--- config.mk ---
export PLATFORM = sky130hd
export DESIGN_NAME = sync_fifo_fwft
export DESIGN_NICKNAME = d
export VERILOG_FILES = /design/src/rtl/sync_fifo_fwft.sv
export SDC_FILE = /design/constraint.sdc
export NUM_CORES = 1
export LEC_CHECK = 0
export ABC_AREA = 0
export CAP_MARGIN = 15
export CORE_MARGIN = 2
export CORE_UTILIZATION = 48
export CTS_BUF_LIST = sky130_fd_sc_hd__clkbuf_4 sky130_fd_sc_hd__clkbuf_8
export CTS_CLUSTER_SIZE = 12
export DETAILED_ROUTE_END_ITERATION = 6
export GPL_ROUTABILITY_DRIVEN = 1
export PLACE_DENSITY = 0.67
export SLEW_MARGIN = 30
export SYNTH_ARGS = -nofsm -noshare
export SYNTH_HDL_FRONTEND = slang
export SYNTH_SLANG_ARGS = --single-unit
--- constraint.sdc ---
create_clock -name clk -period 4.9 [get_ports clk]
set_input_delay 0.735 -clock clk [delete_from_list [all_inputs] [get_ports clk]]
set_output_delay 0.735 -clock clk [all_outputs]
set_load 0.03 [all_outputs]
--- src/rtl/sync_fifo_fwft.sv ---
`default_nettype none
// ============================================================================
// Module   : sync_fifo_fwft
// Brief    : Single-clock FIFO with occupancy count, almost-full/empty flags,
//            sticky overflow/underflow; first-word-fall-through output when
//            SYNC_FIFO_FWFT_EN is defined.
// Revision : 1.0
// ============================================================================
module sync_fifo_fwft #(
    parameter int ADDRSIZE = 4,
    parameter int DATASIZE = 8
) (
    input  logic                clk,
    input  logic                rst_n,
    input  logic                winc,
    input  logic [DATASIZE-1:0] wdata,
    output logic                wfull,
    output logic                walmost_full,
    input  logic                rinc,
    output logic [DATASIZE-1:0] rdata,
    output logic                rempty,
    output logic                ralmost_empty,
    input  logic [ADDRSIZE:0]   af_th,
    input  logic [ADDRSIZE:0]   ae_th,
    output logic [ADDRSIZE:0]   count,
    output logic                overflow,
    output logic                underflow,
    input  logic                err_clr
);
    localparam int                c_DEPTH     = 1 << ADDRSIZE;
    localparam logic [ADDRSIZE:0] c_DEPTH_CNT = (ADDRSIZE+1)'(c_DEPTH);
    localparam logic [ADDRSIZE:0] c_ONE       = (ADDRSIZE+1)'(1);

    logic [DATASIZE-1:0] mem_q [c_DEPTH];
    logic [ADDRSIZE:0]   wptr_q, wptr_d;
    logic [ADDRSIZE:0]   rptr_q, rptr_d;
    logic [ADDRSIZE:0]   count_q, count_d;
    logic [DATASIZE-1:0] rdata_q, rdata_d;
    logic                overflow_q, overflow_d;
    logic                underflow_q, underflow_d;
    logic                w_wr_acc;
    logic                w_rd_acc;
    logic                w_arr_pop;

    assign wfull    = (count_q == c_DEPTH_CNT);
    assign w_wr_acc = winc && !wfull && rst_n;
    assign w_rd_acc = rinc && !rempty && rst_n;

`ifdef SYNC_FIFO_FWFT_EN
    logic valid_q, valid_d;

    // The output stage refills whenever it is empty or being consumed; the
    // pointers alone tell whether the array still holds a word.
    assign rempty    = !valid_q;
    assign w_arr_pop = (!valid_q || w_rd_acc) && (wptr_q != rptr_q) && rst_n;
    assign valid_d   = w_arr_pop ? 1'b1 : (w_rd_acc ? 1'b0 : valid_q);
`else
    assign rempty    = (count_q == '0);
    assign w_arr_pop = w_rd_acc;
`endif

    always_comb begin
        wptr_d      = wptr_q;
        rptr_d      = rptr_q;
        count_d     = count_q;
        rdata_d     = rdata_q;
        overflow_d  = (winc && wfull) || (overflow_q && !err_clr);
        underflow_d = (rinc && rempty) || (underflow_q && !err_clr);
        if (w_wr_acc) begin
            wptr_d = wptr_q + c_ONE;
        end
        if (w_arr_pop) begin
            rptr_d  = rptr_q + c_ONE;
            rdata_d = mem_q[rptr_q[ADDRSIZE-1:0]];
        end
        case ({w_wr_acc, w_rd_acc})
            2'b10:   count_d = count_q + c_ONE;
            2'b01:   count_d = count_q - c_ONE;
            default: count_d = count_q;
        endcase
    end

    always_ff @(posedge clk) begin
        if (w_wr_acc) begin
            mem_q[wptr_q[ADDRSIZE-1:0]] <= wdata;
        end
    end

    always_ff @(posedge clk or negedge rst_n) begin
        if (!rst_n) begin
            wptr_q      <= '0;
            rptr_q      <= '0;
            count_q     <= '0;
            rdata_q     <= '0;
            overflow_q  <= 1'b0;
            underflow_q <= 1'b0;
`ifdef SYNC_FIFO_FWFT_EN
            valid_q     <= 1'b0;
`endif
        end else begin
            wptr_q      <= wptr_d;
            rptr_q      <= rptr_d;
            count_q     <= count_d;
            rdata_q     <= rdata_d;
            overflow_q  <= overflow_d;
            underflow_q <= underflow_d;
`ifdef SYNC_FIFO_FWFT_EN
            valid_q     <= valid_d;
`endif
        end
    end

    assign count         = count_q;
    assign rdata         = rdata_q;
    assign overflow      = overflow_q;
    assign underflow     = underflow_q;
    assign walmost_full  = (count_q >= af_th);
    assign ralmost_empty = (count_q <= ae_th);

endmodule
`default_nettype wire

==> results of run 1 <==
## worst max-delay path: stages
cell             delay (ns)
clkdlybuf4s50_1        0.45
inv_1                  0.04
ha_1                   0.29
nor2b_1                0.13
o21a_1                 0.16
o21a_1                 0.16
o21a_1                 0.16
o22ai_1                0.12
clkdlybuf4s50_1        0.69
## registers in the layout, summed over array words and instances (netlist names)
register and count:
wptr_q 4, rptr_q 4, underflow 1, overflow 1
rdata 8, count 5, mem_q 128
## per-stage QoR
step	hold WS [ns]	setup slack, ns	area [um2]
6_report	0.486	1.23	7450
5_1_grt	0.503	1.14	7450
4_1_cts	0.490	1.20	7450
3_5_place_dp	0.473	0.950	6950
3_3_place_gp	0.472	1.08	6950
2_1_floorplan	0.439	1.82	6430
## cell families after synthesis
kind of cell,after synthesis,synth area share (%)
AO/OA/AOI/OAI,33,2.86
XOR/XNOR,10,1.36
adder cells (fa/ha/maj),20,4.01
buffers and inverters,35,3.23
flip-flops,151,68.7
multiplexers,48,14.9
AND/OR/NAND/NOR,61,4.94
## power breakdown
part	internal (mW)	total (mW)	switching (mW)
Combinational	0.609	1.21	0.604
Sequential	1.54	1.76	0.220
Clock	0.711	1.16	0.452
## area by class of cell
cell class / instances / area, um2
multi-input combinational: 172 / 1800
inverter: 20 / 75.1
timing repair buffer: 44 / 433
sequential: 151 / 4420
clock buffer: 18 / 241
fill: 1022 / 5690
clock inverter: 14 / 254
tap: 176 / 220
## final timing paths
kind                           from       endpoint  slack [ns]  depth (start not counted)
min                        rdata[7]       rdata[7]        0.49                          2
min in group asynchronous     rst_n       count[3]        0.66                          2
max                        ae_th[1]  ralmost_empty        1.23                          9
max reg2reg                count[1]       count[4]        1.62                         12
max in group asynchronous     rst_n      rptr_q[0]        3.98                          2
min reg2reg                rdata[7]       rdata[7]        0.49                          2
## metal layers
layer	vias up	routed length, um	global-route usage, %
li1	1486	-	-
met3	24	582	4.94
met2	81	5950	29.6
met4	0	248	7.13
met5	-	0	0
met1	1648	5440	24.5
## placed cells by master (no fill, tap or decap), types with 10 or more instances in the layout
| master | synthesis | routed |
|---|---|---|
| clkdlybuf4s50_1 | 0 | 41 |
| o21ai_1 | 12 | 12 |
| clkbuf_8 | 0 | 17 |
| mux4_1 | 17 | 17 |
| o21ai_0 | 10 | 10 |
| and2_1 | 16 | 16 |
| ha_1 | 19 | 19 |
| dfrtp_1 | 23 | 22 |
| mux4_2 | 15 | 15 |
| inv_1 | 20 | 20 |
| nand2_1 | 26 | 26 |
| edfxtp_1 | 128 | 128 |
==> impl_results.md, run 1 <==
* Status: finished, final reports clean
* Final min period at ~3.7 ns
* GRT Util Overall at 18.5%
* Share of cells above drive strength 1 at 14.6%
* RePlAce Congestion at approximately 0.78
* Fin util at a little under three fifths
* Max Cap Viol at 0
* DRT Pass-1 Iters at 4
* Vias per inst at between 5 and 6
* Power per Cell Area at around 560 nW/um2
* Final Hold Vio Count at 0
* Avg Inst Size Synth at between 15 and 20 um2
* DRC violations left at 0
* Unrepaired setup endpoints after global routing: no
* Hold buffers post-CTS at 0
* Most frequent cell after synthesis: edfxtp_1
* Starting Density at just under 50%
* DP Cell Count at between 500 and 600
* Final Max Tran Viols at 0
* Pleak at about 2.7 nW
* Worst min path class: reg2reg
* Syn_nets at around 400
* Die Span Y at about 120 um
* Critical path data required time at 4.16 ns
* Yosys top cell area share at 59.8%
* Die ar. at ~14000 um2
* Largest net degree at the start of global routing at 36
* Sum of negative setup slack at 0 ns
* Antenna violations before repair at 0
* Postcts setup bufs at 0
* Port bufs at approximately 40
* Global route overflow at 0
* DP HPWL at a little under 8000 um
* Synth Warn # at 0
* Vias in the first global route at 3425
* Area Overhead vs Synth at 15.9%
* Clock Latency Late Sink at 0.44 ns
* Power Total at 4.14 mW
* Inserted Clock Buffers at 17
* Crit Path Max Fanout at 2
* Kind of critical path: in2out
* Vias at between 3k and 4k
* DIE WIDTH at ~120 um
* Row cnt at 42
* Setup violators final at 0
* Placeable Area at roughly 13000 um2
* Final Cycle Share at between 70% and 80%
* Worst clock skew at approximately 0.011 ns
* EDFF count, synth at 128
* TritonCTS clock tree: yes
* Routed WL at ~12000 um
* Clock sinks at 151
* Register area share after synthesis at roughly 69%
* First-pass GRT wire length at between 15000 and 20000 um
* Largest area contributor in the netlist: edfxtp_1
* Syn Inst Count at around 360
* H-tree depth at 4
* # nets final at 449
* Post-cts resize count at 0
* CP startpoint kind: input port
* Main flop type after synthesis: edfxtp_1
* Max_slew headroom at approximately 57%
* Critical Path AT at a little under 3 ns
* Worst-Margin Slew at between 0.6 and 0.7 ns
* Remaining antenna violation count after routing at 0
* Synth cell count leaders: edfxtp_1 (128), nand2_1 (26), dfrtp_1 (23)
* Root Driver: clkbuf_8
* ANT cells at 0
* Clk buf depth at 2
* Post-Layout Cell Count at 595
* Top-Level Pins at 42
* Routed len/inst at slightly above 20 um
* Post-synth ARST share at between 10% and 20%
* #FFs+latches synth at around 150
* Clk slew on worst S/H paths at ~0.080 ns
* VDD IR max at 0.000271 V
* Mapped cell area at about 6400 um2
* Synth top area cells: edfxtp_1 (60%), dfrtp_1 (9.0%), mux4_1 (6.9%)
* Initial drt markers at between 200 and 250
* Crit end category: primary output
* Fmax achieved at between 200 and 300 MHz
* Library cells used by synthesis at 37
No activity file was read; power rests on OpenSTA's default activity.
==> run 2, diff against run 1 <==
- clock period: 4.9 -> 3.6 ns (I/O delays scaled with it)
==> impl_results.md, run 2 (synthesis gave the netlist of run 1 again) <==
* Power Total at 5.40 mW
* Final Hold Vio Count at 0
* Remaining antenna violation count after routing at 0
* ANT cells at 0
* Dpl ws at ~0.3 ns
* Postcts setup bufs at 0
* Starting Density at approximately half
* Final Max Tran Viols at 0
* Critical-path cell list: clkdlybuf4s50_1 -> inv_1 -> ha_1 -> nor2b_1 -> o21a_1 -> o21a_1 -> o21a_1 -> o22ai_1 -> clkdlybuf4s50_1
* Min-Delay Startpoint: rdata[4]
* Critical Path Slowest Stage Cell: clkdlybuf4s50_1
* Hold buffers post-CTS at 0
* Vias in the first global route at ~3.4k
* Vias at 3216
* Area Overhead vs Synth at 15.4%
* RR Endpoint: count[4]
* DRT Pass-1 Iters at 5
* Cell mode on critical path: o21a_1
* Post-route cell area at between 7000 and 8000 um2
* Crit Path Max Fanout at 2
* Die ar. at between 10000 and 15000 um2
* Share of cells above drive strength 1 at between 10% and 20%
* Worst min path class: reg2reg
* RePlAce Congestion at about 0.75
* Routed WL at around 12000 um
* Largest net degree at the start of global routing at 19
* WHS Endpoint: rdata[4]
* Setup ws final at just over 0.3 ns
* Max FFs per register at approximately 130
* # nets final at 455
* Final Cycle Share at 91.5%
* Power per Cell Area at ~730 nW/um2
* Sum of negative setup slack at 0 ns
* First-pass GRT wire length at approximately 19000 um
* H-tree depth at 4
* Die Span Y at approximately 120 um
* CP max stage delay at 0.69 ns
* Placeable Area at roughly 13000 um2
* Setup violators final at 0
* CP startpoint kind: input port
* Unrepaired setup endpoints after global routing: no
* Global route overflow at 0
* Root Driver: clkbuf_8
* DIE WIDTH at roughly 120 um
* Initial drt markers at between 200 and 250
* Status: finished, final reports clean
* Routed len/inst at around 20 um
* Crit end category: primary output
* DP Cell Count at between 500 and 600
* Clk slew on worst S/H paths at roughly 0.070 ns
* DRC violations left at 0
* Port bufs at 41
* VDD IR max at 0.000315 V
* TritonCTS clock tree: yes
* GRT Util Overall at a little under a fifth
* Inserted Clock Buffers at 17
* Fmax achieved at roughly 300 MHz
* Kind of critical path: in2out
* DP HPWL at between 7000 and 8000 um
* Antenna violations before repair at 0
* Top-Level Pins at 42
* Cell depth of the worst min-delay path at 2
* Hold_ws at ~0.48 ns
* Max_slew headroom at 44.1%
* Commonest non-fill, non-tap cell in the layout: edfxtp_1
* Row cnt at 42
* Clk buf depth at 2
* Post-Layout Cell Count at 600
* Register-to-register setup slack at approximately 0.54 ns
* Most frequent cells in the layout: edfxtp_1 (128), clkdlybuf4s50_1 (41), nand2_1 (26), dfrtp_1 (22), inv_1 (20)
* Worst flop-to-flop path startpoint: count[2]
* Worst clock skew at 0.00876 ns
* Max Cap Viol at 0
* Placed Area at roughly 7000 um2
* Fin util at between 50 and 60%
* Pleak at between 2 and 3 nW
* Final min period at between 3 and 4 ns
* Critical path data required time at around 3 ns
* Critical Path AT at 2.75 ns
* Clock Latency Late Sink at between 0.4 and 0.5 ns
* Post-cts resize count at 0
* Worst-Margin Slew at 0.838 ns
* Vias per inst at roughly 5.4
* Reg2reg path depth at 12
* Clock sinks at around 150
[run 2: worst max path at each step]
stage	slack (ns)	from	end
3_5_place_dp	0.30	ae_th[1]	ralmost_empty
6_report	0.31	ae_th[1]	ralmost_empty
5_1_grt	0.20	count[2]	count[4]
2_1_floorplan	0.52	count[1]	count[4]
3_3_place_gp	0.33	ae_th[1]	ralmost_empty
4_1_cts	0.29	ae_th[1]	ralmost_empty
[run 2: layout make-up]
type,count,area [um2]
clock buffers,19,249
clock inverters,12,159
fillers,1043,5720
inverters,20,75.1
multi-input cells,172,1800
flip-flops and latches,151,4420
well taps,176,220
repair buffers,50,490
[run 2: where the power goes]
part	leakage (nW)	internal [mW]	total (mW)	switching, mW
Sequential	1.44	2.09	2.37	0.280
Clock	0.200	0.753	1.33	0.580
Combinational	1.03	0.872	1.70	0.823
Total	2.67	3.72	5.40	1.68
[run 2: routing by layer]
metal | up-vias | global-route usage [%] | wire length [um]
met4 | 0 | 6.32 | 205
met3 | 17 | 4.99 | 737
met2 | 97 | 29.8 | 5800
met1 | 1607 | 24.8 | 5130
met5 | - | 0 | 0
li1 | 1495 | - | -
[run 2: critical path, delay by kind of cell]
kind / cells / cell delay, ns
buf+inv: 3 / 1.18
fa+ha+maj: 1 / 0.29
simple gates: 1 / 0.14
compound gates: 4 / 0.59
